[src/rtl/rheed_result_merger.sv]
// ---------------------------------------------------------------------------
// rheed_result_merger
//
// Purpose:
//   Collects the per-class CNN result lanes for one frame. Each lane delivers
//   one beat per frame. The lanes are packed into a single tagged result word
//   {frame_idx, lane[N_OUT-1] .. lane[0]}. The word is pushed into a small
//   first-word-fall-through FIFO and leaves on one AXI-Stream master.
//
//   When the FIFO is full, the finished frame is handled in one of two ways:
//     DROP_ON_FULL = 0 : the frame waits in COMMIT. Lane ready stays low, which
//                        stalls the CNN.
//     DROP_ON_FULL = 1 : the frame is discarded and ovf_cnt is incremented.
//   A new ap_start during a partially collected frame discards that frame and
//   increments abort_cnt.
//
// Ports:
//   clk, reset       clock; asynchronous active-high reset
//   ap_start         frame start pulse (same pulse as sent to the CNN)
//   s_axis_tvalid    per-lane valid                  [N_OUT]
//   s_axis_tready    per-lane ready                  [N_OUT]
//   s_axis_tdata     lane i at [i*DATA_W +: DATA_W]
//   m_axis_tvalid    result word valid
//   m_axis_tready    downstream ready
//   m_axis_tdata     {frame_idx, lane N_OUT-1 .. lane 0}
//   fifo_level       occupied FIFO entries
//   ovf_cnt          frames dropped on full FIFO (saturating)
//   abort_cnt        partial frames discarded by ap_start (saturating)
// ---------------------------------------------------------------------------
module rheed_result_merger #(
    parameter int N_OUT        = 5,
    parameter int DATA_W       = 8,
    parameter int IDX_W        = 16,
    parameter int FIFO_DEPTH   = 4,
    parameter int DROP_ON_FULL = 0
) (
    input  logic                            clk,
    input  logic                            reset,
    input  logic                            ap_start,
    input  logic [N_OUT-1:0]                s_axis_tvalid,
    output logic [N_OUT-1:0]                s_axis_tready,
    input  logic [N_OUT*DATA_W-1:0]         s_axis_tdata,
    output logic                            m_axis_tvalid,
    input  logic                            m_axis_tready,
    output logic [IDX_W+N_OUT*DATA_W-1:0]   m_axis_tdata,
    output logic [$clog2(FIFO_DEPTH):0]     fifo_level,
    output logic [15:0]                     ovf_cnt,
    output logic [15:0]                     abort_cnt
);

    localparam int PTR_W  = $clog2(FIFO_DEPTH);
    localparam int LVL_W  = PTR_W + 1;
    localparam int WORD_W = IDX_W + N_OUT * DATA_W;

    localparam logic [LVL_W-1:0] LVL_FULL = LVL_W'(FIFO_DEPTH);
    localparam logic [LVL_W-1:0] LVL_ONE  = LVL_W'(1);
    localparam logic [PTR_W-1:0] PTR_ONE  = PTR_W'(1);
    localparam logic [IDX_W-1:0] IDX_ONE  = IDX_W'(1);
    localparam logic [15:0]      CNT_MAX  = 16'hFFFF;

    typedef enum logic [1:0] {
        ST_IDLE,
        ST_COLLECT,
        ST_COMMIT
    } state_t;

    // Frame collection state
    state_t                    r_state;
    state_t                    w_nextState;
    logic [N_OUT-1:0]          r_got;
    logic [N_OUT*DATA_W-1:0]   r_data;
    logic [IDX_W-1:0]          r_curIdx;
    logic [IDX_W-1:0]          r_idx;
    logic [15:0]               r_ovfCnt;
    logic [15:0]               r_abortCnt;

    // Result FIFO storage
    logic [WORD_W-1:0]         r_mem [FIFO_DEPTH];
    logic [PTR_W-1:0]          r_wrPtr;
    logic [PTR_W-1:0]          r_rdPtr;
    logic [LVL_W-1:0]          r_level;

    // Combinational control
    logic [N_OUT-1:0]          w_ready;
    logic [N_OUT-1:0]          w_accept;
    logic [N_OUT-1:0]          w_gotNext;
    logic                      w_full;
    logic                      w_pop;
    logic                      w_push;
    logic                      w_start;
    logic                      w_abort;
    logic                      w_drop;
    logic                      w_clearGot;

    // A lane is ready only while collecting and only until it has delivered
    // its beat for this frame. w_gotNext includes captures on this edge, so
    // the FSM can move to COMMIT on the same edge as the last lane arrives.
    assign w_ready   = (r_state == ST_COLLECT) ? ~r_got : '0;
    assign w_accept  = s_axis_tvalid & w_ready;
    assign w_gotNext = r_got | w_accept;

    assign w_full = (r_level == LVL_FULL);
    assign w_pop  = (r_level != '0) && m_axis_tready;

    assign s_axis_tready = w_ready;
    assign m_axis_tvalid = (r_level != '0);
    assign m_axis_tdata  = r_mem[r_rdPtr];
    assign fifo_level    = r_level;
    assign ovf_cnt       = r_ovfCnt;
    assign abort_cnt     = r_abortCnt;

    // FSM state register
    always_ff @(posedge clk or posedge reset) begin
        if (reset) begin
            r_state <= ST_IDLE;
        end else begin
            r_state <= w_nextState;
        end
    end

    // Next-state and control decode.
    // ap_start always wins: it restarts collection from any busy state. A
    // finished frame still sitting in COMMIT is discarded rather than written.
    // In COMMIT, a full FIFO can still take the word if it pops on the same
    // edge, because the pop frees the slot the push lands in.
    always_comb begin
        w_nextState = r_state;
        w_start     = 1'b0;
        w_abort     = 1'b0;
        w_push      = 1'b0;
        w_drop      = 1'b0;
        w_clearGot  = 1'b0;
        case (r_state)
            ST_IDLE: begin
                if (ap_start) begin
                    w_start     = 1'b1;
                    w_nextState = ST_COLLECT;
                end
            end
            ST_COLLECT: begin
                if (ap_start) begin
                    w_start     = 1'b1;
                    w_abort     = |r_got;
                    w_nextState = ST_COLLECT;
                end else if (&w_gotNext) begin
                    w_nextState = ST_COMMIT;
                end
            end
            ST_COMMIT: begin
                if (ap_start) begin
                    w_start     = 1'b1;
                    w_abort     = |r_got;
                    w_nextState = ST_COLLECT;
                end else if (!w_full || w_pop) begin
                    w_push      = 1'b1;
                    w_clearGot  = 1'b1;
                    w_nextState = ST_IDLE;
                end else if (DROP_ON_FULL != 0) begin
                    w_drop      = 1'b1;
                    w_clearGot  = 1'b1;
                    w_nextState = ST_IDLE;
                end
            end
            default: begin
                w_nextState = ST_IDLE;
            end
        endcase
    end

    // Lane bookkeeping: got[] tracks which lanes have delivered this frame.
    // A restart or the end of a frame clears got[]. Clearing got[] is enough
    // to discard stale lane data, because every lane must be captured again
    // before the next commit.
    always_ff @(posedge clk or posedge reset) begin
        if (reset) begin
            r_got <= '0;
        end else if (w_start || w_clearGot) begin
            r_got <= '0;
        end else begin
            r_got <= w_gotNext;
        end
    end

    // Lane data capture: each lane is stored on its own handshake.
    always_ff @(posedge clk or posedge reset) begin
        if (reset) begin
            r_data <= '0;
        end else begin
            for (int i = 0; i < N_OUT; i++) begin
                if (w_accept[i]) begin
                    r_data[i*DATA_W +: DATA_W] <= s_axis_tdata[i*DATA_W +: DATA_W];
                end
            end
        end
    end

    // Frame index: each start latches the running index as the tag for the
    // frame now being collected, then advances it (wrapping naturally).
    always_ff @(posedge clk or posedge reset) begin
        if (reset) begin
            r_curIdx <= '0;
            r_idx    <= '0;
        end else if (w_start) begin
            r_curIdx <= r_idx;
            r_idx    <= r_idx + IDX_ONE;
        end
    end

    // Saturating event counters for dropped and aborted frames
    always_ff @(posedge clk or posedge reset) begin
        if (reset) begin
            r_ovfCnt   <= '0;
            r_abortCnt <= '0;
        end else begin
            if (w_drop && (r_ovfCnt != CNT_MAX)) begin
                r_ovfCnt <= r_ovfCnt + 16'd1;
            end
            if (w_abort && (r_abortCnt != CNT_MAX)) begin
                r_abortCnt <= r_abortCnt + 16'd1;
            end
        end
    end

    // FIFO storage. It is cleared on reset so that m_axis_tdata reads zero
    // straight out of reset, even though the output is taken from the storage
    // location at the read pointer.
    always_ff @(posedge clk or posedge reset) begin
        if (reset) begin
            for (int i = 0; i < FIFO_DEPTH; i++) begin
                r_mem[i] <= '0;
            end
        end else if (w_push) begin
            r_mem[r_wrPtr] <= {r_curIdx, r_data};
        end
    end

    // FIFO pointers and occupancy. A push and a pop on the same edge leave
    // the level unchanged.
    always_ff @(posedge clk or posedge reset) begin
        if (reset) begin
            r_wrPtr <= '0;
            r_rdPtr <= '0;
            r_level <= '0;
        end else begin
            if (w_push) begin
                r_wrPtr <= r_wrPtr + PTR_ONE;
            end
            if (w_pop) begin
                r_rdPtr <= r_rdPtr + PTR_ONE;
            end
            case ({w_push, w_pop})
                2'b10:   r_level <= r_level + LVL_ONE;
                2'b01:   r_level <= r_level - LVL_ONE;
                default: r_level <= r_level;
            endcase
        end
    end

endmodule

[config.mk]
export PLATFORM = sky130hd
export DESIGN_NAME = rheed_result_merger
export DESIGN_NICKNAME = d
export VERILOG_FILES = /design/src/rtl/rheed_result_merger.sv
export SDC_FILE = /design/constraint.sdc
export NUM_CORES = 1
export LEC_CHECK = 0
export ABC_AREA = 0
export BUFFER_PORTS_ARGS = -buffer_cell sky130_fd_sc_hd__buf_2
export CAP_MARGIN = 20
export CORE_UTILIZATION = 45
export CTS_CLUSTER_SIZE = 24
export DETAILED_ROUTE_END_ITERATION = 8
export MAX_ROUTING_LAYER = met4
export PLACE_DENSITY_LB_ADDON = 0.1
export SKIP_CTS_REPAIR_TIMING = 1
export SYNTH_ARGS = -nofsm -noshare
export SYNTH_HDL_FRONTEND = slang
export SYNTH_SLANG_ARGS = --single-unit
[constraint.sdc]
create_clock -name clk -period 19.7 [get_ports clk]
set_input_delay 4.925 -clock clk [delete_from_list [all_inputs] [get_ports clk]]
set_output_delay 4.925 -clock clk [all_outputs]
set_load 0.05 [all_outputs]
==> flow_metrics.tcl, run 1 <==
set metrics [dict create \
    cp-end-kind "output port" \
    p_per_area_nw_per_um2 119 \
    synthTopCellsByArea "dfrtp_1 (55%), mux2_4 (16%), mux2_2 (9.5%)" \
    wire_per_inst_um 19.8 \
    initial_core_util_pct 45.7 \
    tightest_slew_ns 1.09 \
    ys_types 42 \
    clock-root-buffer "clkbuf_16" \
    status "finished, final reports clean" \
    grt_max_degree 171 \
    die_x_um 184 \
    mostFrequentLayoutCell "dfrtp_1" \
    reg2reg_from "r_state[0]" \
    reg2regPathDepth 6 \
    ff2ff_setup_slack_ns 16.88 \
    core-area_sq_um 32500 \
    drt_wl_total_um 29600 \
    max_slew_margin_pct 26.9 \
    grt.overflow.total 0 \
    gp_congestion 0.774 \
    clock_path_buffers 3 \
    slew_violations 0 \
    antenna_found_initial 0 \
    synth_flop_cell "dfrtp_1" \
    first_global_vias 8182 \
    final_cells 1498 \
    cts_tree "done" \
    path_class "register to output port" \
    min_period_over_period_pct 39.4 \
    synth_warnings 0 \
    hold_path_depth 1 \
    hold_viol 0 \
    seq_area_frac_synth_pct 55.0 \
    ys_async_sr_fraction_pct 100 \
    hp-start "r_idx[15]" \
    dieHeight_um 184 \
    num_vias 7831 \
    clk_pin_slew_ns 0.06 \
    ys_ff_latch 326 \
    hold_end "r_idx[15]" \
    drc_errors 0 \
    critPathArrivalTime_ns 2.84 \
    syn_inst 899 \
    fmax_mhz 129 \
    worst_clock_skew_ns 0.0166 \
    vias_per_cell 5.23 \
    track_usage_pct 18.8 \
    placedCellCount 1431 \
    synth.top_cell.area_share_pct 55.0 \
    grt_pass1_wl_um 47600 \
    avgSynthCellArea_sq_um 16.5 \
    drive_gt1_share_pct 52.0 \
    regToRegEndpoint "r_mem[172]" \
    drt_iter0_markers 276 \
    io_buffers 129 \
    leakage_uw 0.00882 \
    cts_made_buffers 38 \
    place_area_sq_um 15700 \
    hp-class "register to register" \
    htree_levels 2 \
    startpoint "r_rdPtr[0]" \
    ant_nets 0 \
    utilization_pct 52.4 \
    insertion_delay_ns 0.52 \
    timing.hold.ws_ns 0.465 \
    yosysTopAreaCell "dfrtp_1" \
    nets 1092 \
    min_period_ns 7.76 \
    first_pass_iters 4 \
    ir_drop_v 0.0000822 \
    cp_max_fo 42 \
    crit_path_start_kind "register" \
    synth_edf_count 0 \
    fp.dieArea_sq_um 33700 \
    final_cell_mix "dfrtp_1 (324), mux2_4 (160), buf_2 (129)" \
    cts.sinks 326 \
    num_rows 66 \
    synthesis.area_sq_um 14800 \
    fin_tns_setup_ns 0 \
    rsz0062_at_grt "false" \
    setup_viol 0 \
    pin_count 146 \
    final_cell_area_sq_um 17000 \
    area.growth.synth_to_final_pct 14.7 \
    diodes 0 \
    dp_hpwl_um 17200 \
    cap_violations 0 \
    worstPathRequired_ns 14.78 \
]
through the flow:
stage	total power [uW]	worst slack, ns
6_report	2020	11.94
4_1_cts	2050	11.85
3_3_place_gp	1340	12.38
3_5_place_dp	1340	12.36
5_1_grt	2120	11.78
2_1_floorplan	1220	5.75
state kept, by name (all words and copies together) (netlist names):
| signal | flops |
|---|---|
| r_got | 5 |
| r_rdPtr | 2 |
| abort_cnt | 16 |
| r_state | 2 |
| r_mem | 224 |
| r_idx | 16 |
| fifo_level | 3 |
| r_data | 40 |
| r_curIdx | 16 |
| r_wrPtr | 2 |
cells by family after synthesis:
group	share of synthesized area, %
mux	34.3
flops	55.0
simple gates	3.11
buf+inv	3.32
xor+xnor	2.01
compound gates	1.10
fa+ha+maj	1.15
other cells	0.0253
cell usage after synthesis (2+ instances only):
cell,n
a2111oi_0,5
a211oi_1,3
a21oi_1,8
and2_1,2
and4_1,4
buf_1,9
buf_2,12
buf_4,20
buf_6,16
clkbuf_1,4
dfrtp_1,326
ha_1,12
inv_1,14
mux2_2,125
mux2_4,160
mux4_2,56
nand2_1,19
nand2_2,4
nand3_1,9
nand3b_1,2
nand4_1,10
nor2_1,14
nor2b_1,2
nor3_1,7
nor4_1,4
o21ai_0,4
xnor2_1,13
xor2_1,21
how the worst max path moves through the flow:
stage | to | slack (ns)
2_1_floorplan | abort_cnt[0] | 5.75
3_3_place_gp | m_axis_tdata[55] | 12.38
3_5_place_dp | r_mem[60] | 12.36
4_1_cts | m_axis_tdata[53] | 11.85
5_1_grt | m_axis_tdata[55] | 11.78
6_report | m_axis_tdata[53] | 11.94
critical path, cell delays in order (launching register included):
cell and delay (ns):
dfrtp_4 0.65, buf_4 0.75, mux4_2 0.65, buf_2 0.24
area by class of cell:
class,count,area (sq um)
clock buffers,59,1190
clock inverters,7,63.8
fillers,2727,15400
inverters,14,60.1
multi-input cells,513,6260
flip-flops and latches,326,8170
well taps,442,553
repair buffers,137,722
routing by layer:
metal | routed length [um] | GRT usage, % | vias to the layer above | part of all wire, %
met5 | 0 | - | - | 0
met4 | 440 | 4.27 | 0 | 1.5
met3 | 1270 | 3.59 | 36 | 4.3
met2 | 13800 | 28.4 | 160 | 47
met1 | 14100 | 26.3 | 4120 | 48
li1 | - | - | 3515 | -
report_power, final:
part | switching (uW) | internal (uW) | total (uW)
Sequential | 153 | 767 | 920
Combinational | 216 | 187 | 403
Clock | 271 | 427 | 698
Note: power is estimated with default switching activity, not from simulation.
==> run 2, diff against run 1 <==
==> constraint.sdc (replaced) <==
create_clock -name clk -period 7.29 [get_ports clk]
set_input_delay 1.8225 -clock clk [delete_from_list [all_inputs] [get_ports clk]]
set_output_delay 1.8225 -clock clk [all_outputs]
set_load 0.05 [all_outputs]
==> flow_metrics.tcl, run 2 (synthesized netlist as in run 1, its figures left out) <==
set metrics [dict create \
    area.growth.synth_to_final_pct 14.6 \
    fp.dieArea_sq_um 33700 \
    vias_per_cell 5.18 \
    fmax_mhz 212 \
    grt_pass1_wl_um 47700 \
    grt.overflow.total 0 \
    slew_violations 0 \
    cp-end-kind "output port" \
    hp-class "register to register" \
    grt_max_degree 129 \
    final_cell_mix "dfrtp_1 (324), mux2_4 (160), buf_2 (129)" \
    track_usage_pct 18.6 \
    initial_core_util_pct 45.7 \
    first_pass_iters 4 \
    gp_congestion 0.772 \
    use_met3_pct 2.71 \
    htree_levels 2 \
    die_x_um 184 \
    worst_clock_skew_ns 0.0128 \
    drc_errors 0 \
    use_met2_pct 27.9 \
    io_buffers 129 \
    wire_per_inst_um 19.4 \
    antenna_found_initial 1 \
    insertion_delay_ns 0.50 \
    clock-root-buffer "clkbuf_16" \
    largest_reg_flops 224 \
    pin_count 146 \
    grt_use_met1_pct 26.7 \
    reg2reg_from "r_state[0]" \
    first_global_vias 8287 \
    fin_tns_setup_ns 0 \
    hold_viol 0 \
    core-area_sq_um 32500 \
    num_rows 66 \
    ant_nets 0 \
    reg_top3 "r_mem (224), r_data (40)" \
    p_per_area_nw_per_um2 318 \
    setup_viol 0 \
    drt_wl_total_um 29200 \
    hp-start "r_idx[15]" \
    min_period_ns 4.71 \
    drive_gt1_share_pct 52.1 \
    pre_cts_ws_ns 3.04 \
    rsz0062_at_grt "false" \
    nets 1094 \
    leakage_uw 0.00881 \
    cts_made_buffers 37 \
    mostFrequentLayoutCell "dfrtp_1" \
    status "finished, final reports clean" \
    path_class "register to output port" \
    tightest_slew_ns 1.09 \
    startpoint "r_rdPtr[0]" \
    worstPathRequired_ns 5.47 \
    min_period_over_period_pct 64.6 \
    cp_max_fo 35 \
    num_vias 7775 \
    cts_tree "done" \
    regMostFlops "r_mem" \
    ir_drop_v 0.000244 \
    cap_violations 0 \
    dp_hpwl_um 17300 \
    critPathArrivalTime_ns 2.88 \
    fin_ws_ns 2.58 \
    crit_path_start_kind "register" \
    timing.hold.ws_ns 0.468 \
    clock_path_buffers 3 \
    drt_iter0_markers 282 \
    grt.busiest_layer "met2" \
    clk_pin_slew_ns 0.06 \
    max_slew_margin_pct 27.3 \
    cts.sinks 326 \
    dieHeight_um 184 \
]
==> run 2: cell count changes in the layout (fill, tap and decap cells not counted), sizes merged <==
cell	delta
clkbuf	-8
clkinv	+6
buf	+2
bufinv	+2
inv	-2
clkinvlp	+1
diode	+1
==> run 2: final cells by class <==
type | instances | area [sq um]
clock inverter | 14 | 145
fill | 2746 | 15500
inverter | 14 | 56.3
antenna | 1 | 2.50
tap | 442 | 553
multi-input combinational | 513 | 6260
timing repair buffer | 140 | 753
sequential | 326 | 8170
clock buffer | 50 | 1050
==> run 2: final timing paths <==
check | endpoint | slack, ns | cells after the start
setup / recovery | m_axis_tdata[55] | 2.58 | 3
hold / removal | r_idx[15] | 0.47 | 1
setup reg to reg | r_mem[20] | 4.50 | 6
hold reg to reg | r_idx[15] | 0.47 | 1
max in group asynchronous | r_mem[92] | 4.39 | 4
min in group asynchronous | r_mem[73] | 1.40 | 2
==> run 2: per-stage QoR <==
stage / total power [uW] / utilization, % / instance area (sq um) / cells
final: 5390 / 52.3 / 17000 / 1500
after global routing: 5680 / 52.3 / 17000 / 1500
after CTS: 5480 / 52.3 / 17000 / 1498
after detailed placement: 3620 / 48.6 / 15800 / 1434
after global placement: 3610 / 48.6 / 15800 / 1434
after floorplan: 3290 / - / 14900 / 914
==> run 2: critical path, stage by stage, from the launching register on <==
cell and delay, ns:
dfrtp_4 0.90, buf_4 0.58, mux4_2 0.62, buf_2 0.24
==> run 2: power breakdown <==
part | total [uW] | switching (uW) | internal (uW) | leakage, uW
logic | 1060 | 553 | 508 | 0.00382
registers | 2500 | 430 | 2070 | 0.00438
clock network | 1830 | 716 | 1120 | 0.000605
==> run 2: layer usage <==
layer  wire, um  up-vias
li1           -     3523
met2      13400      129
met4        500        0
met3        971       44
met5          0        -
met1      14300     4079
